==> src/rtl/transport_tx_byte_packer.sv <==
// Byte FIFO plus LSB-first 64-bit word packer feeding the 64b/66b TX encoder.
// Optional PAD_PARTIAL_EN: pad a stalled partial word with PAD_BYTE after PAD_TIMEOUT idle cycles.
module transport_tx_byte_packer #(
  parameter int          FIFO_DEPTH   = 16,
  parameter logic [2:0]  ACTIVE_PHASE = 3'd4,
  parameter logic [7:0]  PAD_BYTE     = 8'h00,
  parameter int          PAD_TIMEOUT  = 8
) (
  input  logic                          clk,
  input  logic                          reset,
  input  logic [7:0]                    transport_layer_data_in,
  input  logic                          enable_sending,
  input  logic [2:0]                    phase,
  output logic [63:0]                   word_out,
  output logic                          word_valid,
  input  logic                          word_ready,
  output logic [$clog2(FIFO_DEPTH):0]   fifo_level,
  output logic                          overflow
);
  localparam int AW = $clog2(FIFO_DEPTH);
  localparam int LW = AW + 1;

  localparam logic [1:0] IDLE    = 2'd0;
  localparam logic [1:0] COLLECT = 2'd1;
  localparam logic [1:0] HOLD    = 2'd2;

  logic [1:0]    state;
  logic [2:0]    cnt;
  logic [AW-1:0] wr_ptr, rd_ptr;
  logic [7:0]    mem [FIFO_DEPTH];
  logic          active, full, push, pop;

  assign active = (phase == ACTIVE_PHASE);
  // Full is judged on the registered level, so a same-cycle pop never frees a slot for a push.
  assign full   = (fifo_level == LW'(FIFO_DEPTH));
  assign push   = enable_sending && active && !full;
  assign pop    = active && (state == COLLECT) && (fifo_level != '0);

  always_ff @(posedge clk) begin
    if (push) mem[wr_ptr] <= transport_layer_data_in;
  end

`ifdef PAD_PARTIAL_EN
  localparam int IW = $clog2(PAD_TIMEOUT + 1);
  logic [IW-1:0] idle_cnt;
  logic          idle, pad_fire;

  // A partial word is stalled: some lanes filled, nothing buffered, nothing arriving.
  assign idle     = active && (state == COLLECT) && (cnt != 3'd0) &&
                    (fifo_level == '0) && !push;
  assign pad_fire = idle && (idle_cnt == IW'(PAD_TIMEOUT - 1));

  always_ff @(posedge clk or posedge reset) begin
    if (reset)                  idle_cnt <= '0;
    else if (!idle || pad_fire) idle_cnt <= '0;
    else                        idle_cnt <= idle_cnt + 1'b1;
  end
`else
  logic pad_fire;
  logic unused_cfg;
  assign pad_fire   = 1'b0;
  assign unused_cfg = ^{PAD_BYTE, PAD_TIMEOUT[0]};
`endif

  always_ff @(posedge clk or posedge reset) begin
    if (reset) begin
      wr_ptr     <= '0;
      rd_ptr     <= '0;
      fifo_level <= '0;
      overflow   <= 1'b0;
      state      <= IDLE;
      cnt        <= 3'd0;
      word_out   <= '0;
      word_valid <= 1'b0;
    end else if (!active) begin
      // Flush outranks push, pop and handshake.
      wr_ptr     <= '0;
      rd_ptr     <= '0;
      fifo_level <= '0;
      overflow   <= 1'b0;
      state      <= IDLE;
      cnt        <= 3'd0;
      word_out   <= '0;
      word_valid <= 1'b0;
    end else begin
      if (enable_sending && full) overflow <= 1'b1;
      if (push) wr_ptr <= wr_ptr + 1'b1;
      if (pop)  rd_ptr <= rd_ptr + 1'b1;
      case ({push, pop})
        2'b10:   fifo_level <= fifo_level + 1'b1;
        2'b01:   fifo_level <= fifo_level - 1'b1;
        default: fifo_level <= fifo_level;
      endcase

      case (state)
        IDLE: state <= COLLECT;
        COLLECT: begin
          if (pop) begin
            word_out[8*int'(cnt) +: 8] <= mem[rd_ptr];
            cnt <= cnt + 3'd1;
            if (cnt == 3'd7) begin
              state      <= HOLD;
              word_valid <= 1'b1;
            end
          end else if (pad_fire) begin
            for (int i = 0; i < 8; i++)
              if (i >= int'(cnt)) word_out[8*i +: 8] <= PAD_BYTE;
            state      <= HOLD;
            word_valid <= 1'b1;
          end
        end
        HOLD: begin
          if (word_ready) begin
            word_valid <= 1'b0;
            cnt        <= 3'd0;
            state      <= COLLECT;
          end
        end
        default: state <= IDLE;
      endcase
    end
  end
endmodule

==> config.mk <==
export PLATFORM = sky130hd
export DESIGN_NAME = transport_tx_byte_packer
export DESIGN_NICKNAME = d
export VERILOG_FILES = /design/src/rtl/transport_tx_byte_packer.sv
export SDC_FILE = /design/constraint.sdc
export NUM_CORES = 1
export LEC_CHECK = 0
export BUFFER_PORTS_ARGS = -buffer_cell sky130_fd_sc_hd__buf_4
export CORE_ASPECT_RATIO = 1.2
export CORE_UTILIZATION = 53
export DETAILED_ROUTE_END_ITERATION = 8
export GPL_TIMING_DRIVEN = 0
export PLACE_DENSITY = 0.71
export SYNTH_ARGS = -nofsm -noshare
export SYNTH_HDL_FRONTEND = slang
export SYNTH_SLANG_ARGS = --single-unit
==> constraint.sdc <==
create_clock -name clk -period 3.4 [get_ports clk]
set_input_delay 0.51 -clock clk [delete_from_list [all_inputs] [get_ports clk]]
set_output_delay 0.51 -clock clk [all_outputs]
set_load 0.01 [all_outputs]
Word level (Yosys, flattened, before mapping)
Memory sizes are Yosys's and may differ from the RTL's.
Index checks and enable logic that the tools add are counted.
{"block": "word_totals", "mem_count": 1, "ram_bits": 128, "word_cells": 73, "inputBits": 15, "regBits": 84}
{"name": "mem", "words": 16, "width": 8, "read_ports": 1, "rd_ports_with_merged_regs": 0, "wr": 1, "line_no": "30", "text": "logic [7:0] mem [FIFO_DEPTH];"}
{"block": "classes", "n_eq_ne": 16, "n_reduce_logical": 12, "shifts": 2, "addsub": 6, "n_mux": 28}
{"operator": "$mux W64", "count": 3}
{"operator": "$bwmux W64", "count": 1}
{"operator": "$shift A8 B33 Y64 const A", "count": 1}
{"operator": "$shiftx A8 B33 Y64", "count": 1}
{"operator": "$neg A6 Y33", "count": 1}
{"operator": "$mux W4", "count": 4}
{"operator": "$pmux W5 S2", "count": 1}
{"operator": "$mux W3", "count": 3}
{"operator": "$add A4 B1 Y4 const B", "count": 2}
{"operator": "$mux W1", "count": 8}
{"operator": "$mux W2", "count": 4}
{"operator": "$ne A2 B1 Y1 const B", "count": 4}
{"operator": "$eq A3 B3 Y1 const B", "count": 2}
{"operator": "$ne A3 B1 Y1 const B", "count": 2}
{"operator": "$ne A3 B3 Y1 const B", "count": 2}
{"operator": "$pmux W2 S3", "count": 1}
{"operator": "$pmux W3 S2", "count": 1}
{"operator": "$reduce_and A3 Y1", "count": 2}
{"operator": "$add A5 B1 Y5 const B", "count": 1}
{"operator": "$eq A5 B5 Y1 const B", "count": 1}
{"operator": "$logic_and A1 B1 Y1", "count": 5}
{"operator": "$mux W5", "count": 1}
{"operator": "$reduce_bool A5 Y1", "count": 1}
{"operator": "$sub A5 B1 Y5 const B", "count": 1}
{"operator": "other kinds (9)", "count": 11}

Logic depth before layout (Yosys ltp)
{"block": "logic_depth", "depth_word": 6, "mapped_depth": 11}

Worst setup path before layout
No wires, ideal clock.
{"block": "synth_path", "kind": "register to register", "start": "register fifo_level[1]", "end": "register fifo_level[4]", "setup_slack_ns": 0.577, "arrival_time_ns": 2.690, "required_ns": 3.267, "stages_incl_launch_ff": 12, "setup_time_ns": 0.133, "path_cell_list": "dfrtp_1 > buf_6 > nor4_2 > mux2i_1 > and2_2 > xor2_1 > ha_1 > or3_2 > a21oi_1 > a22oi_1 > xnor2_1 > nor2_1"}
{"block": "synth_between", "elab_chain_len": 6, "elab_cells_between_ends": 12, "cone_classes": "add/sub (2); eq/ne (4); mux (2); reduce/logical (4)"}
{"item": "start, declared", "line_no": "17", "text": "output logic [$clog2(FIFO_DEPTH):0] fifo_level,"}
{"item": "start signal, assigned", "line_no": "90", "text": "2'b10: fifo_level <= fifo_level + 1'b1;"}
{"item": "start signal, assigned", "line_no": "91", "text": "2'b01: fifo_level <= fifo_level - 1'b1;"}
{"item": "start signal, assigned", "line_no": "92", "text": "default: fifo_level <= fifo_level;"}
{"item": "$eq A5 B5 Y1", "line_no": "35", "text": "assign full = (fifo_level == LW'(FIFO_DEPTH));"}
{"item": "$logic_not A1 Y1", "line_no": "36", "text": "assign push = enable_sending && active && !full;"}
{"item": "$logic_and A1 B1 Y1", "line_no": "36"}
{"item": "$eq A2 B1 Y1 / $eq A2 B2 Y1 (equally long branches)", "line_no": "89", "text": "case ({push, pop})"}
{"item": "$pmux W5 S2", "line_no": "89"}
{"item": "$mux W5", "line_no": "75", "text": "end else if (!active) begin"}
Several ways; a longest one is shown, not always the timed one.
A chain may end at the register's enable or synchronous reset.

Worst setup path after layout
Same ends and word-level chain as after synthesis.

==> report_table.html <==
<table>
<tr><th>Metric</th><th>Value</th></tr>
<tr><th colspan="2">Power</th></tr>
<tr><td>Sequential group share of total power</td><td>0.541</td></tr>
<tr><td>Static leakage</td><td>0.00406 µW</td></tr>
<tr><td>Power density relative to cell area</td><td>492 nW/µm²</td></tr>
<tr><td>Combinational cell fraction of total power</td><td>0.024</td></tr>
<tr><td>Clock power share</td><td>0.435</td></tr>
<tr><td>NetSw</td><td>993 µW</td></tr>
<tr><td>Internal</td><td>4080 µW</td></tr>
<tr><td>Switching power share of the total</td><td>0.196</td></tr>
<tr><td>IR Drop Worst-Case VDD</td><td>0.436 mV</td></tr>
<tr><th colspan="2">Synth</th></tr>
<tr><td>Post-synthesis instance total</td><td>524</td></tr>
<tr><td>Post-Synthesis Mean Instance Area</td><td>16.5 µm²</td></tr>
<tr><td>Yosys reg bits</td><td>212</td></tr>
<tr><td>Number of synthesized flops with an enable pin</td><td>128</td></tr>
<tr><td>Asr flop ratio synth</td><td>0.396</td></tr>
<tr><td>Number of unique standard cell types used by synthesis</td><td>54</td></tr>
<tr><td>Most common flop cell mapped by yosys</td><td>sky130_fd_sc_hd__edfxtp_1</td></tr>
<tr><td>Synthesized Nets</td><td>550</td></tr>
<tr><td>Fraction of the yosys area taken by sequential cells</td><td>0.686</td></tr>
<tr><td>Yosys warns</td><td>0</td></tr>
<tr><td>Mapped Area</td><td>8660 µm²</td></tr>
<tr><th colspan="2">Global routing</th></tr>
<tr><td>Number of antenna violations at the first check in global routing</td><td>0</td></tr>
<tr><td>Via count of the first global-routing pass</td><td>5341</td></tr>
<tr><td>Final global-route overflow total</td><td>0</td></tr>
<tr><td>Largest net degree at the start of global routing</td><td>77</td></tr>
<tr><td>Wire length of the first global-routing pass</td><td>30000 µm</td></tr>
<tr><td>GR Util All Layers</td><td>0.235</td></tr>
<tr><th colspan="2">Timing</th></tr>
<tr><td>Post-route fraction of the period consumed by the critical path</td><td>0.935</td></tr>
<tr><td>Number of endpoints with negative hold slack in the final report</td><td>0</td></tr>
<tr><td>Sum of negative setup slack</td><td>0 ns</td></tr>
<tr><td>Worst max-slew margin expressed relative to the limit</td><td>0.125</td></tr>
<tr><td>Maximum clock skew at final layout</td><td>0.0169 ns</td></tr>
<tr><td>Pins Over Slew Limit</td><td>0</td></tr>
<tr><td>Unrepaired setup endpoints after global routing</td><td>no</td></tr>
<tr><td>Upper clock frequency limit</td><td>315 MHz</td></tr>
<tr><td>Post-route setup slack</td><td>0.221 ns</td></tr>
<tr><td>Total setup violations reported at the end of the flow</td><td>0</td></tr>
<tr><td>Measured slew at the worst slew-check pin</td><td>1.30 ns</td></tr>
<tr><td>Time the worst path needs with I/O delays and setup</td><td>3.18 ns</td></tr>
<tr><th colspan="2">Floorplanning</th></tr>
<tr><td>Die W</td><td>119 µm</td></tr>
<tr><td>Floorplan die height</td><td>142 µm</td></tr>
<tr><td>Std-Cell Core Area</td><td>15800 µm²</td></tr>
<tr><td>Starting Density</td><td>0.549</td></tr>
<tr><td>I/O Pins</td><td>86</td></tr>
<tr><td>Total Die Area</td><td>16900 µm²</td></tr>
<tr><td>Count of standard-cell rows</td><td>50</td></tr>
<tr><th colspan="2">Drt</th></tr>
<tr><td>Final routed wire length divided by cell count</td><td>22.2 µm</td></tr>
<tr><td>Total DRC errors in the routed layout</td><td>0</td></tr>
<tr><td>Via density per instance</td><td>5.99</td></tr>
<tr><td>Post-detailed-routing wire length</td><td>19000 µm</td></tr>
<tr><td>ANT nets after route</td><td>0</td></tr>
<tr><td>Via Count</td><td>5145</td></tr>
<tr><td>DRC marker count from the first detailed-route iteration</td><td>335</td></tr>
<tr><td>Detailed-router iteration count before antenna repair</td><td>5</td></tr>
<tr><th colspan="2">CTS</th></tr>
<tr><td>Sink count of the clock tree</td><td>212</td></tr>
<tr><td>Reg clk slew, reported paths</td><td>0.06 ns</td></tr>
<tr><td>CTS buffer count</td><td>21</td></tr>
<tr><td>H-Tree Level Count</td><td>1</td></tr>
<tr><td>CTS root buffer</td><td>sky130_fd_sc_hd__clkbuf_16</td></tr>
<tr><td>Longest Clk Path Bufs</td><td>3</td></tr>
<tr><td>Post-CTS setup buffer count</td><td>0</td></tr>
<tr><td>Insertion delay to the later sink of the worst-skew pair</td><td>0.49 ns</td></tr>
<tr><td>Clock tree from TritonCTS</td><td>yes</td></tr>
<tr><th colspan="2">Critical path</th></tr>
<tr><td>Start-to-end type of the worst setup path</td><td>register to register</td></tr>
<tr><td>Critical Path RT</td><td>3.76 ns</td></tr>
<tr><td>Slowest library cell on the worst path</td><td>sky130_fd_sc_hd__nor4_2</td></tr>
<tr><td>Endpoint kind of the worst setup timing path</td><td>register</td></tr>
<tr><td>Maximum fanout along the worst path</td><td>8</td></tr>
<tr><td>Launching element type of the critical path</td><td>register</td></tr>
<tr><td>Crit path buf inv count</td><td>1</td></tr>
<tr><td>Crit path largest cell delay</td><td>0.66 ns</td></tr>
<tr><td>Cells along the critical path</td><td>buf_6, nor4_2, mux2i_1, and2_2, xor2_1, ha_1, or3_2, a21oi_1, a22oi_1, xnor2_1, nor2_1</td></tr>
<tr><td>Data arrival time at the worst-slack endpoint</td><td>3.54 ns</td></tr>
<tr><td>Crit-path leading delay family</td><td>simple AND/OR/NAND/NOR gates</td></tr>
<tr><td>Reg-to-reg startpoint</td><td>fifo_level[1]$_DFFE_PP0P_</td></tr>
<tr><td>Crit. Startpoint</td><td>fifo_level[1]$_DFFE_PP0P_</td></tr>
<tr><th colspan="2">Placement</th></tr>
<tr><td>Pre-CTS setup slack</td><td>-0.0551 ns</td></tr>
<tr><td>Half-perimeter wire length after detailed placement</td><td>13100 µm</td></tr>
<tr><td>Weighted congestion reported at the end of routability-driven placement</td><td>0.787</td></tr>
<tr><td>Buffers added on ports</td><td>85</td></tr>
<tr><th colspan="2">Min path</th></tr>
<tr><td>Source of the worst hold timing path</td><td>enable_sending</td></tr>
<tr><td>Class of the tightest hold or removal check</td><td>input pin to register</td></tr>
<tr><th colspan="2">Outcome</th></tr>
<tr><td>Result of the run</td><td>completed</td></tr>
<tr><th colspan="2">Cells and area</th></tr>
<tr><td>Layout Area Growth over Synthesis</td><td>19.0%</td></tr>
<tr><td>Diodes inserted</td><td>0</td></tr>
<tr><td>Proportion of layout cells with a drive suffix above 1</td><td>0.303</td></tr>
<tr><td>Final net count</td><td>663</td></tr>
<tr><td>Filler cell count</td><td>1133</td></tr>
<tr><th colspan="2">Run</th></tr>
<tr><td>Number of max-cap violations</td><td>0</td></tr>
</table>
logic make-up after synthesis:
logic type / Yosys count / share of synthesized area
buf+inv: 32 / 0.0186
compound gates: 111 / 0.104
simple gates: 106 / 0.0696
mux: 42 / 0.0949
flops: 212 / 0.686
xor+xnor: 10 / 0.0101
fa+ha+maj: 11 / 0.0159
power groups by stage:
stage	clock [µW]	sequential [µW]	combinational, µW
global route	2340	2740	133
floorplan	0	2790	57.8
finish	2210	2740	121
CTS	2240	2740	123
detailed placement	0	2790	122
global placement	0	2790	112
worst reg2reg max path, stage by stage (launching register included):
cell	delay (ns)
sky130_fd_sc_hd__dfrtp_1	0.39
sky130_fd_sc_hd__buf_6	0.14
sky130_fd_sc_hd__nor4_2	0.66
sky130_fd_sc_hd__mux2i_1	0.42
sky130_fd_sc_hd__and2_2	0.24
sky130_fd_sc_hd__xor2_1	0.08
sky130_fd_sc_hd__ha_1	0.22
sky130_fd_sc_hd__or3_2	0.42
sky130_fd_sc_hd__a21oi_1	0.17
sky130_fd_sc_hd__a22oi_1	0.10
sky130_fd_sc_hd__xnor2_1	0.17
sky130_fd_sc_hd__nor2_1	0.05
repair_timing:
action                                  in CTS  in global routing
hold buffers                                 1                  0
hold endpoints to repair                     8                  0
gates resized for setup                      0                  0
endpoints found under the setup margin       0                  0
synthesized netlist by cell type (6+ instances only):
master / number / area, µm²
sky130_fd_sc_hd__a21oi_1: 13 / 65.1
sky130_fd_sc_hd__nand2_1: 13 / 48.8
sky130_fd_sc_hd__nor2_1: 30 / 113
sky130_fd_sc_hd__a22o_1: 64 / 561
sky130_fd_sc_hd__mux2i_1: 9 / 90.1
sky130_fd_sc_hd__o22ai_1: 8 / 50.1
sky130_fd_sc_hd__edfxtp_1: 128 / 3840
sky130_fd_sc_hd__inv_1: 12 / 45.0
sky130_fd_sc_hd__nor3_1: 14 / 70.1
sky130_fd_sc_hd__dfrtp_1: 84 / 2100
sky130_fd_sc_hd__a21oi_2: 6 / 52.6
sky130_fd_sc_hd__nor2b_1: 7 / 43.8
sky130_fd_sc_hd__ha_1: 11 / 138
sky130_fd_sc_hd__mux4_2: 32 / 721
state kept, by name (all words and copies together) (netlist names):
register    cells
wr_ptr          4
fifo_level      5
mem           128
rd_ptr          4
word_valid      1
cnt             3
overflow        1
state           2
word_out       64
layout by cell type (no fill, tap or decap), types with 3 or more instances in the layout:
cell                          n
sky130_fd_sc_hd__a211oi_1     4
sky130_fd_sc_hd__a21oi_1     13
sky130_fd_sc_hd__a21oi_2      6
sky130_fd_sc_hd__a22o_1      64
sky130_fd_sc_hd__and2_1       4
sky130_fd_sc_hd__buf_1        3
sky130_fd_sc_hd__buf_2        6
sky130_fd_sc_hd__buf_4       90
sky130_fd_sc_hd__buf_6        3
sky130_fd_sc_hd__clkbuf_1    10
sky130_fd_sc_hd__clkbuf_16   22
sky130_fd_sc_hd__clkbuf_4     3
sky130_fd_sc_hd__clkbuf_8     4
sky130_fd_sc_hd__dfrtp_1     84
sky130_fd_sc_hd__edfxtp_1   128
sky130_fd_sc_hd__ha_1        11
sky130_fd_sc_hd__inv_1       11
sky130_fd_sc_hd__mux2i_1      9
sky130_fd_sc_hd__mux4_2      32
sky130_fd_sc_hd__nand2_1     13
sky130_fd_sc_hd__nand2b_1     5
sky130_fd_sc_hd__nand3_1      3
sky130_fd_sc_hd__nand3b_1     4
sky130_fd_sc_hd__nor2_1      30
sky130_fd_sc_hd__nor2_2       3
sky130_fd_sc_hd__nor2b_1      7
sky130_fd_sc_hd__nor3_1      10
sky130_fd_sc_hd__nor3_2       6
sky130_fd_sc_hd__nor3_4       3
sky130_fd_sc_hd__nor3b_1      3
sky130_fd_sc_hd__o21ai_0      3
sky130_fd_sc_hd__o22ai_1      8
sky130_fd_sc_hd__or3_1        4
sky130_fd_sc_hd__xnor2_1      5
sky130_fd_sc_hd__xor2_1       5
area by class of cell:
type / count / area (µm²) / share of cell area
Buffer: 20 / 116 / 0.0113
Clock buffer: 34 / 647 / 0.0628
Clock inverter: 3 / 18.8 / 0.00182
Inverter: 12 / 47.5 / 0.00461
Multi-Input combinational cell: 280 / 2570 / 0.250
Sequential cell: 212 / 5950 / 0.577
Tap cell: 208 / 260 / 0.0253
Timing Repair Buffer: 90 / 696 / 0.0675
per-layer routing:
metal | part of all wire | vias up | track usage
li1 | - | 2289 | -
met1 | 0.40 | 2652 | 0.300
met2 | 0.52 | 168 | 0.412
met3 | 0.051 | 36 | 0.0377
met4 | 0.027 | 0 | 0.0806
met5 | 0 | - | 0
stage by stage:
| stage | instance area, µm² | hold slack, ns | util | power, µW | instances |
|---|---|---|---|---|---|
| 3_5_place_dp | 9620 | 0.427 | 0.610 | 2910 | 821 |
| 6_report | 10300 | 0.330 | 0.654 | 5070 | 859 |
| 2_1_floorplan | 8660 | 0.529 | - | 2850 | 524 |
| 4_1_cts | 10300 | 0.322 | 0.653 | 5110 | 859 |
| 5_1_grt | 10300 | 0.335 | 0.654 | 5210 | 859 |
| 3_3_place_gp | 9560 | 0.484 | 0.606 | 2910 | 817 |
path summary, 6_finish.rpt:
kind | endpoint | slack [ns] | cells after the start
max | fifo_level[4]$_DFFE_PP0P_ | 0.22 | 11
min | overflow$_DFFE_PP0P_ | 0.33 | 3
max reg2reg | fifo_level[4]$_DFFE_PP0P_ | 0.22 | 11
min reg2reg | overflow$_DFFE_PP0P_ | 0.50 | 2
max in group asynchronous | word_out[57]$_DFFE_PP0P_ | 2.34 | 4
min in group asynchronous | fifo_level[3]$_DFFE_PP0P_ | 0.47 | 3
Note: power is estimated with default switching activity, not from simulation.
